<file path="src/rtl/mux8_arb_pkg.sv">
// Shared types and constants for the mux8 round-robin arbiter.
// Requester vector, FSM state and one-hot helper live here.
package mux8_arb_pkg;

  localparam int N  = 8;
  localparam int SW = 3;

  typedef enum logic {IDLE, GRANT} arb_state_t;

  typedef logic [N-1:0] req_vec_t;

  function automatic req_vec_t onehot(
    input logic [SW-1:0] i
  );
    onehot = req_vec_t'(1) << i;
  endfunction

endpackage

</file>
<file path="src/rtl/rr_priority8.sv">
// Rotating first-one search over eight requests, starting at ptr.
// Optionally masks one index (the releasing holder) out of the scan.
module rr_priority8
  import mux8_arb_pkg::*;
(
  input  logic [7:0] req,
  input  logic [2:0] ptr,
  input  logic [2:0] mask_idx,
  input  logic       mask_en,
  output logic       found,
  output logic [2:0] idx
);

  logic [7:0] m;
  logic [2:0] k;

  always_comb begin
    found = 1'b0;
    idx   = ptr;
    k     = ptr;
    m     = req & ~(mask_en ? onehot(mask_idx) : 8'h00);
    for (int i = 0; i < 8; i++) begin
      k = ptr + 3'(i);
      if (!found && m[k]) begin
        found = 1'b1;
        idx   = k;
      end
    end
  end

endmodule

</file>
<file path="src/rtl/mux8_rr_arbiter.sv">
// Round-robin grant/select controller in front of mux8.
// Bounded hold time; release re-arbitrates with no idle bubble.
module mux8_rr_arbiter #(
  parameter int N        = 8,
  parameter int SW       = 3,
  parameter int MAX_HOLD = 16
) (
  input  logic          clk,
  input  logic          reset,
  input  logic [N-1:0]  req,
  output logic [N-1:0]  grant,
  output logic [SW-1:0] sel,
  output logic          busy
);
  import mux8_arb_pkg::*;

  localparam int CW = (MAX_HOLD > 2) ? $clog2(MAX_HOLD) : 1;
  localparam logic [CW-1:0] LAST =
    (MAX_HOLD == 0) ? '0 : CW'(MAX_HOLD - 1);

  arb_state_t    state_q, state_d;
  logic [2:0]    ptr_q, ptr_d;
  logic [CW-1:0] cnt_q, cnt_d;
  logic [N-1:0]  grant_q, grant_d;
  logic [SW-1:0] sel_q, sel_d;
  logic          busy_q, busy_d;

  logic          mask_en;
  logic          found;
  logic [2:0]    pick;
  logic          hold;

  rr_priority8 u_pick (
    .req      (req),
    .ptr      (ptr_q),
    .mask_idx (sel_q),
    .mask_en  (mask_en),
    .found    (found),
    .idx      (pick)
  );

  always_comb begin
    state_d = state_q;
    ptr_d   = ptr_q;
    cnt_d   = cnt_q;
    grant_d = grant_q;
    sel_d   = sel_q;
    busy_d  = busy_q;
    mask_en = 1'b0;
    hold    = 1'b0;
    unique case (state_q)
      IDLE: begin
        if (found) begin
          state_d = GRANT;
          grant_d = onehot(pick);
          sel_d   = pick;
          busy_d  = 1'b1;
          cnt_d   = '0;
          ptr_d   = pick + 3'd1;
        end
      end
      GRANT: begin
        hold = req[sel_q] &&
               ((MAX_HOLD == 0) || (cnt_q != LAST));
        // timeout keeps the holder in the scan so it can be re-granted
        mask_en = !req[sel_q];
        if (hold) begin
          cnt_d = cnt_q + 1'b1;
        end else if (found) begin
          grant_d = onehot(pick);
          sel_d   = pick;
          busy_d  = 1'b1;
          cnt_d   = '0;
          ptr_d   = pick + 3'd1;
        end else begin
          state_d = IDLE;
          grant_d = '0;
          busy_d  = 1'b0;
          cnt_d   = '0;
        end
      end
      default: state_d = IDLE;
    endcase
  end

  always_ff @(posedge clk or posedge reset) begin
    if (reset) begin
      state_q <= IDLE;
      ptr_q   <= '0;
      cnt_q   <= '0;
      grant_q <= '0;
      sel_q   <= '0;
      busy_q  <= 1'b0;
    end else begin
      state_q <= state_d;
      ptr_q   <= ptr_d;
      cnt_q   <= cnt_d;
      grant_q <= grant_d;
      sel_q   <= sel_d;
      busy_q  <= busy_d;
    end
  end

  assign grant = grant_q;
  assign sel   = sel_q;
  assign busy  = busy_q;

endmodule
</file>
<file path="config.mk">
export PLATFORM = sky130hd
export DESIGN_NAME = mux8_rr_arbiter
export DESIGN_NICKNAME = d
export VERILOG_FILES = /design/src/rtl/mux8_arb_pkg.sv /design/src/rtl/rr_priority8.sv /design/src/rtl/mux8_rr_arbiter.sv
export SDC_FILE = /design/constraint.sdc
export NUM_CORES = 1
export LEC_CHECK = 0
export ABC_AREA = 1
export CAP_MARGIN = 0
export CORE_MARGIN = 2
export CORE_UTILIZATION = 60
export DETAILED_ROUTE_END_ITERATION = 12
export HOLD_SLACK_MARGIN = 0.1
export PLACE_DENSITY = 0.85
export SYNTH_ARGS = -nofsm -noshare
export SYNTH_HDL_FRONTEND = slang
export SYNTH_SLANG_ARGS = --single-unit
</file>
<file path="constraint.sdc">
create_clock -name clk -period 6.7 [get_ports clk]
set_clock_uncertainty 0.15 [all_clocks]
set_input_delay 1.34 -clock clk [delete_from_list [all_inputs] [get_ports clk]]
set_output_delay 1.34 -clock clk [all_outputs]
set_load 0.01 [all_outputs]
</file>
==> impl_metrics.ini <==
[worst_setup_path]
endpoint_kind = register
cp.buffers_inverters = 4
startpoint_type = input pin
crit_type = in -> reg
critical_path.cell_chain = clkdlybuf4s50_1 > nand2_1 > nand3_1 > nand2_1 > o21bai_1 > inv_1 > nor2_2 > inv_1 > o21ai_1 > nand2_1 > nand2_1 > inv_1 > ha_1 > ha_1 > a22o_1
arrival_ps = 3930
worst_path_max_delay_cell = clkdlybuf4s50_1
crit_required_ps = 6750
crit_top_cell = nand2_1
critical_path.top_delay_family = buffers and inverters
max_stage_delay_ps = 510
cp_max_fo = 4

[clock_network]
cts.clk_slew.worst_paths_ps = 110
htree_levels = 1
cts.sinks = 20
cts_buffers = 3
clk_latency_ps = 300
root_buffer = clkbuf_4
cts_tree = yes
post_cts_resized = 0
cts_hold_buf = 0
clockBufferDepth = 2
cts_setup_buffers = 0

[global_route]
grt_pass1_vias = 1535
grtUsageTotal = 0.253
overflow = 0
grt_pass1_wl_mm = 6.71
antenna_found_initial = 0
grt_max_degree = 21

[detailed_routing]
met3WireLength_um = 294
wl_met2_mm = 1.72
ant_nets = 0
drt_iter0_markers = 79
post-route-drc-count = 0
detail_route.wirelength.met1_mm = 1.81
routed_wl_mm = 3.84
viasPerCell = 5.65
highest_layer = met4
vias = 1645
wl_per_cell_um = 13.2
drt_pass1_iterations = 4

[die]
core_um2 = 2780
die_w_um = 58.5
initial_utilization = 0.641
dieArea_um2 = 3420
rows = 19
ios = 22
die_y_um = 58.5

[placement]
place_ws_ps = 2530
numPortBuffers = 21
dpl-instance-area_um2 = 1980
dp_cells = 287
globalplace.congestion = 0.863
dpl.hpwl_mm = 3.01

[synth]
ys_ff_latch = 20
synth_area_per_cell_um2 = 7.39
synth.net_count = 260
yosysSeqAreaShare = 0.281
syn_inst = 241
yosysWarnings = 0
syn_area_um2 = 1780
synth.distinct_cells = 38

[timing]
rsz0062_at_grt = false
fin_tns_setup_ps = 0
fmax_mhz = 258
setup_ws_ps = 2820
fin_crit_ps = 3880
final_hold_viol_count = 0
slew_violations = 0
final-setup-viol-count = 0
maxSlewHeadroom = 0.524
worst_slew_pin_slew_ps = 713
finalCritPeriodShare = 0.579

[layout]
nFillCells = 217
drive_gt1_frac = 0.142
stdcell_count = 291
final_nets = 280
antenna_cells = 0
syn_to_final_growth_pct = 13.1
layout_common_cells = nand2_1, nand3_1, clkdlybuf4s50_1
mostFrequentLayoutCell = nand2_1
design_area_um2 = 2020

[min_path]
hp-class = reg -> reg

[run_status]
status = complete, no violations

[run]
cap_violations = 0
routing by layer:
metal  up-vias  track usage
met2        56        0.384
met4         0       0.0365
met5         -            0
met3         4       0.0571
li1        840            -
met1       745        0.378
synthesized netlist by cell type:
cell type  number  area share
inv_2           6       0.013
o21a_1          2      0.0084
xor2_1          2      0.0098
nand2_4         4       0.025
xor2_2          1      0.0091
nand3_1        39        0.11
o21ai_2         2      0.0098
buf_4           1      0.0042
buf_2           2      0.0056
nand3_4         1      0.0098
ha_1            9       0.063
buf_6           3       0.019
o22ai_1         1      0.0035
nor3_4          1      0.0091
or2_0           1      0.0035
nand2_2         6       0.021
nor2_2          2      0.0070
o211ai_1        2      0.0084
nand4_1         3       0.011
nand3b_4        1       0.011
nand3_2         4       0.022
a22o_1          3       0.015
inv_4           1      0.0035
nor2_8          1       0.011
xor2_4          1       0.015
nand2_1        77        0.16
dfrtp_1        20        0.28
a31oi_1         3       0.011
o21ai_0         5       0.014
clkinv_1        1      0.0021
inv_1          17       0.036
nand3b_1        1      0.0042
nand4_4         1       0.012
o21bai_1        1      0.0042
xnor2_2         1      0.0091
nor2_1          8       0.017
a21oi_1         3      0.0084
o21ai_1         4       0.011
final cells by class:
class                      instances  area [um^2]  share of cell area
clock buffer                       4         36.3              0.0180
inverter                          25         96.3              0.0478
multi-input combinational        190         1130               0.562
sequential                        20          500               0.248
tap                               31         38.8              0.0192
timing repair buffer              21          210               0.104
state kept, by name, summed over array words and instances (netlist names):
register and count:
busy 1, cnt_q 4, grant 8, ptr_q 3
sel 3, state_q 1
final timing paths:
| check | startpoint | to | slack [ps] | cells after the start |
|---|---|---|---|---|
| worst min-delay path | busy | busy | 340 | 2 |
| max in group asynchronous | reset | sel[0] | 4660 | 2 |
| worst max-delay path | req[2] | grant[3] | 2820 | 15 |
| worst min register to register | busy | busy | 340 | 2 |
| worst max register to register | ptr_q[0] | grant[3] | 2960 | 16 |
| min in group asynchronous | reset | cnt_q[3] | 1290 | 2 |
tightest hold or removal path, cell delays in order (launching register included):
cell,delay (ps)
dfrtp_1,360
nand2_1,50
nand2_1,40
kinds of logic (layout without fill, tap and decap cells):
family / Yosys count / in the layout / synth area share
AOI/OAI and AO/OA: 26 / 26 / 0.0934
xor gates and xnor gates: 5 / 5 / 0.0435
adders and majority gates: 9 / 9 / 0.0632
buffers and inverters: 31 / 50 / 0.0829
DFF: 20 / 20 / 0.281
and+or+nand+nor: 150 / 150 / 0.436
stage by stage:
stage                     hold WS (ps)  utilization
after floorplan                    321            -
after global placement             310        0.712
after detailed placement           312        0.712
after CTS                          341        0.725
after global routing               375        0.725
final                              337        0.725
Power is not shown: default switching activity piles up to over one toggle a cycle in this logic, so the estimate is an artifact.
